## src/rtl/seven_seg_scanner_if.sv

```systemverilog
// Bus between the segment-encoding logic and the display scanner.
//   en          scan enable (1 = run, 0 = freeze counters and darken display)
//   in_seg      active-low segment patterns, digit k at [7k+6:7k]
//   dp_in       1 = light the decimal point of digit k
//   blank_in    1 = keep digit k dark
//   brightness  0 = dark, all-ones = full on, else duty brightness/2^BRIGHT_W
//   out_seg     active-low segment pins
//   dp          active-low decimal point pin
//   an          active-low anode pins (one low, or all high)
//   digit_idx   digit index of the current slot
//   frame_tick  one-cycle pulse at the start of each digit-0 slot
// master: the logic feeding the scanner. slave: the scanner itself.
interface seven_seg_scanner_if #(
  parameter int unsigned NUM_DIGITS = 4,
  parameter int unsigned BRIGHT_W   = 4
);
  localparam int unsigned IDX_W = $clog2(NUM_DIGITS);

  logic                    en;
  logic [7*NUM_DIGITS-1:0] in_seg;
  logic [NUM_DIGITS-1:0]   dp_in;
  logic [NUM_DIGITS-1:0]   blank_in;
  logic [BRIGHT_W-1:0]     brightness;
  logic [6:0]              out_seg;
  logic                    dp;
  logic [NUM_DIGITS-1:0]   an;
  logic [IDX_W-1:0]        digit_idx;
  logic                    frame_tick;

  modport master (
    output en, in_seg, dp_in, blank_in, brightness,
    input  out_seg, dp, an, digit_idx, frame_tick
  );

  modport slave (
    input  en, in_seg, dp_in, blank_in, brightness,
    output out_seg, dp, an, digit_idx, frame_tick
  );
endinterface

```

## src/rtl/seven_seg_scanner.sv

```systemverilog
// Time-multiplexed driver for an N-digit common-anode seven-segment display.
// Each digit owns a slot of PRESCALE clocks; the first DEAD_CYCLES of a slot
// keep every anode off to stop ghosting. The anode is further gated by the
// per-digit blank bit and a free-running PWM counter for brightness.
// Ports:
//   clk  system clock, all logic on posedge
//   rst  synchronous, active-high reset
//   bus  seven_seg_scanner_if.slave (data/control in, display pins out)
// All pin outputs are registered from the current counter state, so they lag
// the internal counters by one cycle; digit_idx is the internal register.
module seven_seg_scanner #(
  parameter int unsigned NUM_DIGITS  = 4,
  parameter int unsigned PRESCALE    = 100000,
  parameter int unsigned DEAD_CYCLES = 16,
  parameter int unsigned BRIGHT_W    = 4
) (
  input  logic                clk,
  input  logic                rst,
  seven_seg_scanner_if.slave  bus
);
  localparam int unsigned IDX_W = $clog2(NUM_DIGITS);
  localparam int unsigned CNT_W = (PRESCALE > 1) ? $clog2(PRESCALE) : 1;

  localparam logic [CNT_W-1:0] CNT_LAST = CNT_W'(PRESCALE - 1);
  localparam logic [IDX_W-1:0] IDX_LAST = IDX_W'(NUM_DIGITS - 1);
  localparam logic [CNT_W:0]   DEAD_V   = (CNT_W + 1)'(DEAD_CYCLES);

  typedef enum logic {
    S_BLANK,
    S_ON
  } slot_state_e;

  logic [CNT_W-1:0]      cnt;
  logic [IDX_W-1:0]      digit_idx;
  logic [BRIGHT_W-1:0]   pwm_cnt;
  logic [6:0]            lat_seg;
  logic                  lat_dp;
  logic                  lat_blank;
  logic [6:0]            out_seg;
  logic                  dp;
  logic [NUM_DIGITS-1:0] an;
  logic                  frame_tick;

  logic                  wrap;
  logic [CNT_W-1:0]      cnt_nxt;
  logic [IDX_W-1:0]      idx_nxt;
  logic                  do_latch;
  logic [6:0]            cur_seg;
  logic                  cur_dp;
  logic                  cur_blank;
  logic                  lit;
  logic [NUM_DIGITS-1:0] an_on;
  slot_state_e           slot_state;

  always_comb begin
    wrap     = (cnt == CNT_LAST);
    cnt_nxt  = wrap ? '0 : cnt + 1'b1;
    idx_nxt  = digit_idx;
    if (wrap) begin
      idx_nxt = (digit_idx == IDX_LAST) ? '0 : digit_idx + 1'b1;
    end

    // Latch on the wrap edge for the incoming digit, and again whenever cnt
    // sits at 0, which covers the first enabled edge after reset and a resume
    // from a freeze held at cnt==0.
    do_latch = bus.en && (wrap || cnt == '0);

    // At cnt==0 the latch is loading on this very edge, so the slot's first
    // output must come straight from the inputs (matters when DEAD_CYCLES==0).
    cur_seg   = lat_seg;
    cur_dp    = lat_dp;
    cur_blank = lat_blank;
    if (cnt == '0) begin
      cur_seg   = bus.in_seg[7*digit_idx +: 7];
      cur_dp    = bus.dp_in[digit_idx];
      cur_blank = bus.blank_in[digit_idx];
    end

    slot_state = ({1'b0, cnt} < DEAD_V) ? S_BLANK : S_ON;

    lit = !cur_blank && ((bus.brightness == '1) || (pwm_cnt < bus.brightness));

    an_on = '1;
    an_on[digit_idx] = 1'b0;
  end

  always_ff @(posedge clk) begin
    if (rst) begin
      cnt        <= '0;
      digit_idx  <= '0;
      pwm_cnt    <= '0;
      lat_seg    <= '1;
      lat_dp     <= 1'b0;
      lat_blank  <= 1'b1;
      out_seg    <= 7'h7F;
      dp         <= 1'b1;
      an         <= '1;
      frame_tick <= 1'b0;
    end else if (!bus.en) begin
      out_seg    <= 7'h7F;
      dp         <= 1'b1;
      an         <= '1;
      frame_tick <= 1'b0;
    end else begin
      cnt        <= cnt_nxt;
      digit_idx  <= idx_nxt;
      pwm_cnt    <= pwm_cnt + 1'b1;
      frame_tick <= (digit_idx == '0) && (cnt == '0);

      if (do_latch) begin
        lat_seg   <= bus.in_seg[7*idx_nxt +: 7];
        lat_dp    <= bus.dp_in[idx_nxt];
        lat_blank <= bus.blank_in[idx_nxt];
      end

      case (slot_state)
        S_BLANK: begin
          out_seg <= 7'h7F;
          dp      <= 1'b1;
          an      <= '1;
        end
        S_ON: begin
          out_seg <= cur_seg;
          dp      <= ~cur_dp;
          an      <= lit ? an_on : '1;
        end
        default: begin
          out_seg <= 7'h7F;
          dp      <= 1'b1;
          an      <= '1;
        end
      endcase
    end
  end

  assign bus.out_seg    = out_seg;
  assign bus.dp         = dp;
  assign bus.an         = an;
  assign bus.digit_idx  = digit_idx;
  assign bus.frame_tick = frame_tick;
endmodule

```

## src/flat_wrapper.sv

```systemverilog
// flat-port wrapper written by rule: the top's interface ports become plain ports
module seven_seg_scanner_flat 
#(
  parameter int unsigned NUM_DIGITS  = 4,
  parameter int unsigned PRESCALE    = 100000,
  parameter int unsigned DEAD_CYCLES = 16,
  parameter int unsigned BRIGHT_W    = 4
)
  (clk, rst, bus_en, bus_in_seg, bus_dp_in, bus_blank_in, bus_brightness, bus_out_seg, bus_dp, bus_an, bus_digit_idx, bus_frame_tick);
  seven_seg_scanner_if #(.NUM_DIGITS(NUM_DIGITS), .BRIGHT_W(BRIGHT_W)) bus_i ();
  input  logic clk;
  input  logic rst;
  input wire logic [$bits(bus_i.en)-1:0] bus_en;
  input wire logic [$bits(bus_i.in_seg)-1:0] bus_in_seg;
  input wire logic [$bits(bus_i.dp_in)-1:0] bus_dp_in;
  input wire logic [$bits(bus_i.blank_in)-1:0] bus_blank_in;
  input wire logic [$bits(bus_i.brightness)-1:0] bus_brightness;
  output wire logic [$bits(bus_i.out_seg)-1:0] bus_out_seg;
  output wire logic [$bits(bus_i.dp)-1:0] bus_dp;
  output wire logic [$bits(bus_i.an)-1:0] bus_an;
  output wire logic [$bits(bus_i.digit_idx)-1:0] bus_digit_idx;
  output wire logic [$bits(bus_i.frame_tick)-1:0] bus_frame_tick;
  assign bus_i.en = bus_en;
  assign bus_i.in_seg = bus_in_seg;
  assign bus_i.dp_in = bus_dp_in;
  assign bus_i.blank_in = bus_blank_in;
  assign bus_i.brightness = bus_brightness;
  assign bus_out_seg = bus_i.out_seg;
  assign bus_dp = bus_i.dp;
  assign bus_an = bus_i.an;
  assign bus_digit_idx = bus_i.digit_idx;
  assign bus_frame_tick = bus_i.frame_tick;
  seven_seg_scanner #(.NUM_DIGITS(NUM_DIGITS), .PRESCALE(PRESCALE), .DEAD_CYCLES(DEAD_CYCLES), .BRIGHT_W(BRIGHT_W)) u_core (.clk(clk), .rst(rst), .bus(bus_i));
endmodule
```

## config.mk

```make
export PLATFORM = sky130hd
export DESIGN_NAME = seven_seg_scanner_flat
export DESIGN_NICKNAME = d
export VERILOG_FILES = /design/src/rtl/seven_seg_scanner_if.sv /design/src/rtl/seven_seg_scanner.sv /design/src/flat_wrapper.sv
export SDC_FILE = /design/constraint.sdc
export NUM_CORES = 1
export LEC_CHECK = 0
export ABC_AREA = 0
export CAP_MARGIN = 20
export CORE_ASPECT_RATIO = 0.75
export CORE_MARGIN = 1
export CORE_UTILIZATION = 56
export DETAILED_ROUTE_END_ITERATION = 16
export GPL_TIMING_DRIVEN = 0
export MAX_ROUTING_LAYER = met4
export PLACE_DENSITY_LB_ADDON = 0.15
export RECOVER_POWER = 50
export SYNTH_ARGS = -nofsm -noshare
export SYNTH_HDL_FRONTEND = slang
export SYNTH_SLANG_ARGS = --single-unit
```

## constraint.sdc

```tcl
create_clock -name clk -period 4.6 [get_ports clk]
set_clock_uncertainty 0.15 [all_clocks]
set_input_delay 0.46 -clock clk [delete_from_list [all_inputs] [get_ports clk]]
set_output_delay 0.46 -clock clk [all_outputs]
set_load 0.1 [all_outputs]
```

==> metrics.cfg, run 1 <==
[job]
maxCapViolCount = 0

[clock_tree]
cts_tree = yes
cts_made_buffers = 5
cts_buffer_depth = 2
cts-root-buf = clkbuf_8
cts_max_level = 2
postCtsSetupBuffers = 0
clkSinkCount = 45
cts.repair.resized = 0
path_clk_slew_ps = 90
hold_buffers = 0
clkLatencyLatePin_ps = 300

[timing]
slew_headroom = 0.3480
final.min_clock_period_ps = 3869
grt_setup_unrepaired = false
fin_setup_tns_ps = 0
final_hold_viol_count = 0
max_freq_mhz = 258.4
final-max-slew-violation-count = 0
worstMarginPinSlew_ps = 974.9
timing.final.crit_share = 0.8412
finalSetupViolations = 0

[floorplanning]
core_mm2 = 0.004624
fp.dieW_um = 83.71
io_pins = 58
dieArea_mm2 = 0.005297
dieHeight_um = 63.28
rows = 21
initial_core_util = 0.6063

[global_route]
overflow = 0
use_met2 = 0.4370
antenna_found_initial = 0
grt_first_pass_wirelength_um = 11950
met3_usage = 0.05111
gr-max-usage-layer = met2
grt_pass1_vias = 2466
met1_usage = 0.3955
grt_use_total = 0.2884
grt_max_degree = 16

[logic_synthesis]
ys_ff_latch = 45
synth_warnings = 0
syn-cell-area_mm2 = 0.002804
synth_cells = 337
ys_types = 47
syn_nets = 390
avgSynthCellArea_um2 = 8.320
ys_seq_area_frac = 0.3213

[place]
dp.cells = 450
dp_hpwl_um = 5373
finalWeightedCongestion = 0.8938
numPortBuffers = 56

[routing]
wirelength_um = 7333
viasPerCell = 6.079
wl_per_cell_um = 16.01
num_vias = 2784
detail-route-antenna-nets = 0
drc_errors = 0
drtIter0Drc = 300
first_pass_iters = 5

[pwr]
power_density_mw_per_mm2 = 221.6
ir_drop_mv = 0.2091
p_leak_nw = 1.272

[worst_hold_path]
hold_end = u_core.bus.dp
hold_class = reg -> reg
min-delay-start = u_core.lat_dp
min_delay_path_depth = 1

[finish]
mostFrequentLayoutCells = nand2_1, clkdlybuf4s50_1, dfxtp_1
antennaDiodeCount = 0
final_common_cell = nand2_1
finalNetCount = 453
area_growth_pct = 25.08
layout.cells.non_filler = 458
drive_above_1_share = 0.1197

[critical_path]
critPathKind = reg -> reg
start_kind = flip-flop
crit_fanout = 11
r2r-end = u_core.lat_seg[1]
crit_slowest_cell = ha_1
crit_required_ps = 4700
critPathMaxStageDelay_ps = 510
r2r_slack_ps = 730
worstSetupEndpointType = flip-flop
crit_arrival_ps = 3970
crit_chain = clkbuf_1, clkinv_1, clkbuf_1, ha_1, buf_2, clkbuf_1, nand2_1, a211oi_1, a311oi_1, mux2_2, o21ai_2
timing.reg2reg.worst_path_depth = 11
reg2reg_from = u_core.bus.digit_idx[1]
crit_top_cell = clkbuf_1

[run_status]
status = completed

[metrics by stage]
step	power (mW)	hold slack, ps	util	worst slack (ps)	instance area [µm²]
floorplan	0.4783	217.9	-	1146	2804
global route	0.8022	290.0	0.7584	546.3	3507
global placement	0.5310	244.2	0.7430	1065	3436
detailed placement	0.5341	253.1	0.7430	1067	3436
CTS	0.7755	268.2	0.7627	996.9	3527
finish	0.7773	267.0	0.7584	730.6	3507
[synth_stat cells (all sizes together)]
master  count  area share
nand2      49       0.068
dfxtp      45        0.32
a21oi      28       0.055
nor2       28       0.037
nand2b     19       0.042
a211oi     17       0.046
a311oi     16       0.050
buf        11       0.028
clkbuf     10       0.013
ha         10       0.045
o21ai      10       0.030
xor2       10       0.031
inv         9       0.012
nand4       9       0.022
xnor2       9       0.028
mux2        8       0.032
nand3       7       0.014
or2         6       0.013
a21o        5       0.013
and3        5       0.011
and4        4       0.013
and2        3      0.0067
mux2i       3       0.011
nor4        3       0.014
nor2b       2      0.0045
nor3        2      0.0054
o31ai       2      0.0054
a221oi      1      0.0054
a31oi       1      0.0022
a32oi       1      0.0031
clkinv      1      0.0013
nand3b      1      0.0027
nor4b       1      0.0085
o21a        1      0.0027
[cell type report]
class | count | area [µm²]
plain buffers | 21 | 112.6
inverters | 10 | 37.54
clock buffers | 5 | 68.82
multi-input cells | 261 | 1733
well taps | 57 | 71.32
fillers | 358 | 1117
clock inverters | 3 | 22.52
flip-flops and latches | 45 | 900.9
repair buffers | 56 | 560.5
[worst max path at each step]
stage                                       start           endpoint  slack (ps)  cells after the start
after floorplan           u_core.bus.digit_idx[1]   u_core.lat_blank        1150                     11
after global placement    u_core.bus.digit_idx[1]  u_core.lat_seg[1]        1070                     11
after detailed placement  u_core.bus.digit_idx[1]  u_core.lat_seg[1]        1070                     11
after CTS                 u_core.bus.digit_idx[1]  u_core.lat_seg[1]        1000                     11
after global routing      u_core.bus.digit_idx[1]  u_core.lat_seg[1]         550                     11
final                     u_core.bus.digit_idx[1]  u_core.lat_seg[1]         730                     11
[critical path, delay by kind of cell, from the launching register on]
family	cells	cell delay (ps)
mux	1	350
buf+inv	5	1840
simple gates	1	100
flops	1	400
fa+ha+maj	1	510
compound gates	3	460
[registers in the layout (all words and copies together) (netlist names), 2 cells and up]
signal	cells
u_core.bus.an	4
u_core.bus.digit_idx	2
u_core.bus.out_seg	7
u_core.cnt	17
u_core.lat_seg	7
u_core.pwm_cnt	4
[report_power, final]
part	internal, mW	switching (mW)	total (mW)
clock network	0.108	0.143	0.251
logic	0.0634	0.0524	0.116
registers	0.402	0.00868	0.411
[cells by family (layout without fill, tap and decap cells)]
family | after synthesis | count (layout) | synth area share
DFF | 45 | 45 | 0.3213
muxes | 11 | 11 | 0.04284
adders and majority gates | 10 | 10 | 0.04462
AOI/OAI and AO/OA | 82 | 82 | 0.2129
xor gates and xnor gates | 19 | 19 | 0.05935
buffers and inverters | 31 | 95 | 0.05443
and+or+nand+nor | 139 | 139 | 0.2646
[metal layers]
layer,share of wire,up-vias
met3,0.081,17
met5,0,-
met4,0.016,0
met1,0.45,1292
met2,0.45,151
li1,-,1324
(Power assumes the default switching activity.)
==> inputs of run 2 (changes only) <==
--- a/config.mk
+++ b/config.mk
@@ -9,7 +9,7 @@
 export CAP_MARGIN = 20
 export CORE_ASPECT_RATIO = 0.75
 export CORE_MARGIN = 1
-export CORE_UTILIZATION = 56
+export CORE_UTILIZATION = 52
 export DETAILED_ROUTE_END_ITERATION = 16
 export GPL_TIMING_DRIVEN = 0
 export MAX_ROUTING_LAYER = met4
==> constraint.sdc (replaced) <==
create_clock -name clk -period 3.7 [get_ports clk]
set_clock_uncertainty 0.15 [all_clocks]
set_input_delay 0.37 -clock clk [delete_from_list [all_inputs] [get_ports clk]]
set_output_delay 0.37 -clock clk [all_outputs]
set_load 0.1 [all_outputs]
==> metrics.cfg, run 2 (synthesis gave the netlist of run 1 again) <==
[floorplanning]
initial_core_util = 0.5566  ; was 0.6063
dieArea_mm2 = 0.005693  ; was 0.005297 mm²
io_pins = 58  ; unchanged
dieHeight_um = 65.60  ; was 63.28 µm
fp.dieW_um = 86.79  ; was 83.71 µm
core_mm2 = 0.005037  ; was 0.004624 mm²
rows = 22  ; was 21

[finish]
final_common_cell = nand2_1  ; unchanged
post-route-cell-area_mm2 = 0.003523  ; was 0.003507 mm²
antennaDiodeCount = 0  ; unchanged
largest_register_ffs = 17  ; unchanged
mostFrequentLayoutCells = nand2_1, clkdlybuf4s50_1, dfxtp_1  ; unchanged
registers.top_by_ff_count = u_core.cnt  ; unchanged
drive_above_1_share = 0.1250  ; was 0.1197
regArea_um2 = 900.9  ; unchanged
area_growth_pct = 25.66  ; was 25.08%
multiInputGateArea_mm2 = 0.001733  ; unchanged
reg.largest.list = u_core.cnt (17), u_core.bus.out_seg (7), u_core.lat_seg (7)  ; unchanged
finalNetCount = 452  ; was 453
fill_cells = 423  ; was 358
fin_util = 0.6995  ; was 0.7584

[global_route]
grt_use_total = 0.2727  ; was 0.2884
gr-max-usage-layer = met1  ; was met2
met3_usage = 0.05402  ; was 0.05111
grt_max_degree = 16  ; unchanged
antenna_found_initial = 0  ; unchanged
met1_usage = 0.3992  ; was 0.3955
overflow = 0  ; unchanged
grt_pass1_vias = 2456  ; was 2466
grt_first_pass_wirelength_um = 11760  ; was 11950 µm
use_met2 = 0.3937  ; was 0.4370

[critical_path]
timing.reg2reg.worst_path_depth = 10  ; was 11
crit_required_ps = 3740  ; was 4700 ps
worstSetupEndpointType = flip-flop  ; unchanged
start_kind = flip-flop  ; unchanged
critPathKind = reg -> reg  ; unchanged
crit_fanout = 11  ; unchanged
crit_arrival_ps = 3320  ; was 3970 ps

[pwr]
p_leak_nw = 1.272  ; about the same
power_density_mw_per_mm2 = 274.0  ; was 221.6 mW/mm²
ir_drop_mv = 0.1815  ; was 0.2091 mV

[place]
numPortBuffers = 56  ; unchanged
dpl_cell_area_mm2 = 0.003455  ; was 0.003436 mm²
dp_hpwl_um = 5205  ; was 5373 µm
finalWeightedCongestion = 0.9007  ; was 0.8938

[clock_tree]
path_clk_slew_ps = 100  ; was 90 ps
clkSinkCount = 45  ; unchanged
clkLatencyLatePin_ps = 300  ; about the same
cts_made_buffers = 5  ; unchanged
hold_buffers = 0  ; unchanged
cts_tree = yes  ; unchanged
cts_max_level = 2  ; unchanged
cts_buffer_depth = 2  ; unchanged
cts-root-buf = clkbuf_8  ; unchanged

[timing]
final-max-slew-violation-count = 0  ; unchanged
finalSetupViolations = 0  ; unchanged
fin_setup_tns_ps = 0  ; unchanged
holdWs_ps = 276.1  ; was 267.0 ps
final_hold_viol_count = 0  ; unchanged
timing.final.crit_share = 0.8850  ; was 0.8412
slew_headroom = 0.3497  ; was 0.3480
worstMarginPinSlew_ps = 972.4  ; was 974.9 ps
grt_setup_unrepaired = false  ; unchanged
max_freq_mhz = 305.4  ; was 258.4 MHz
final.min_clock_period_ps = 3275  ; was 3869 ps

[routing]
viasPerCell = 5.697  ; was 6.079
num_vias = 2689  ; was 2784
drc_errors = 0  ; unchanged
detail-route-antenna-nets = 0  ; unchanged
wl_per_cell_um = 14.91  ; was 16.01 µm
first_pass_iters = 5  ; unchanged
wirelength_um = 7039  ; was 7333 µm
drtIter0Drc = 237  ; was 300

[worst_hold_path]
min_delay_path_depth = 1  ; unchanged
hold_class = reg -> reg  ; unchanged

[job]
maxCapViolCount = 0  ; unchanged

[run_status]
status = completed  ; unchanged

run 2: routing by layer:
layer,wire length [µm],up-vias
met5,0,-
li1,-,1322
met2,2967,115
met3,562,6
met1,3471,1246
met4,38,0
run 2: power by group:
group          leakage (nW)  internal (mW)  total, mW  switching [mW]
combinational         0.861         0.0786      0.142          0.0630
sequential            0.366          0.500      0.511          0.0111
clock                0.0445          0.134      0.313           0.179
total                  1.27          0.713      0.966           0.253
run 2: repair_timing:
action / 4_1_cts / 5_1_grt
endpoints found under the hold margin: 0 / 0
gates resized for setup: 0 / 2
buffers inserted: 0 / 0
endpoints found under the setup margin: 0 / 9
run 2: worst paths after layout:
kind	startpoint	endpoint	slack [ps]
worst max-delay path	u_core.bus.digit_idx[1]	u_core.lat_seg[4]	430
worst min-delay path	u_core.lat_dp	u_core.bus.dp	280
worst max register to register	u_core.bus.digit_idx[1]	u_core.lat_seg[4]	430
worst min register to register	u_core.lat_dp	u_core.bus.dp	280
run 2: cell type report:
class | count | area share
plain buffers | 20 | 0.03161
clock buffers | 5 | 0.01953
flip-flops and latches | 45 | 0.2557
multi-input cells | 261 | 0.4918
clock inverters | 3 | 0.006037
inverters | 10 | 0.01065
well taps | 72 | 0.02557
repair buffers | 56 | 0.1591
run 2: metrics by stage:
step                power [mW]  worst slack, ps  cells
floorplan               0.5947            246.2    337
global placement        0.6599            127.3    465
detailed placement      0.6631            41.19    465
CTS                     0.9708            2.355    473
global route             1.008            268.0    472
finish                  0.9656            425.5    472
run 2: critical path, cell delays in order, from the launching register on:
cell	delay, ps
dfxtp_1	440
clkbuf_2	280
clkinv_1	280
buf_2	290
ha_1	450
clkbuf_1	330
nand2b_1	160
a211oi_1	70
a311oi_1	410
mux2_2	260
o21ai_2	50
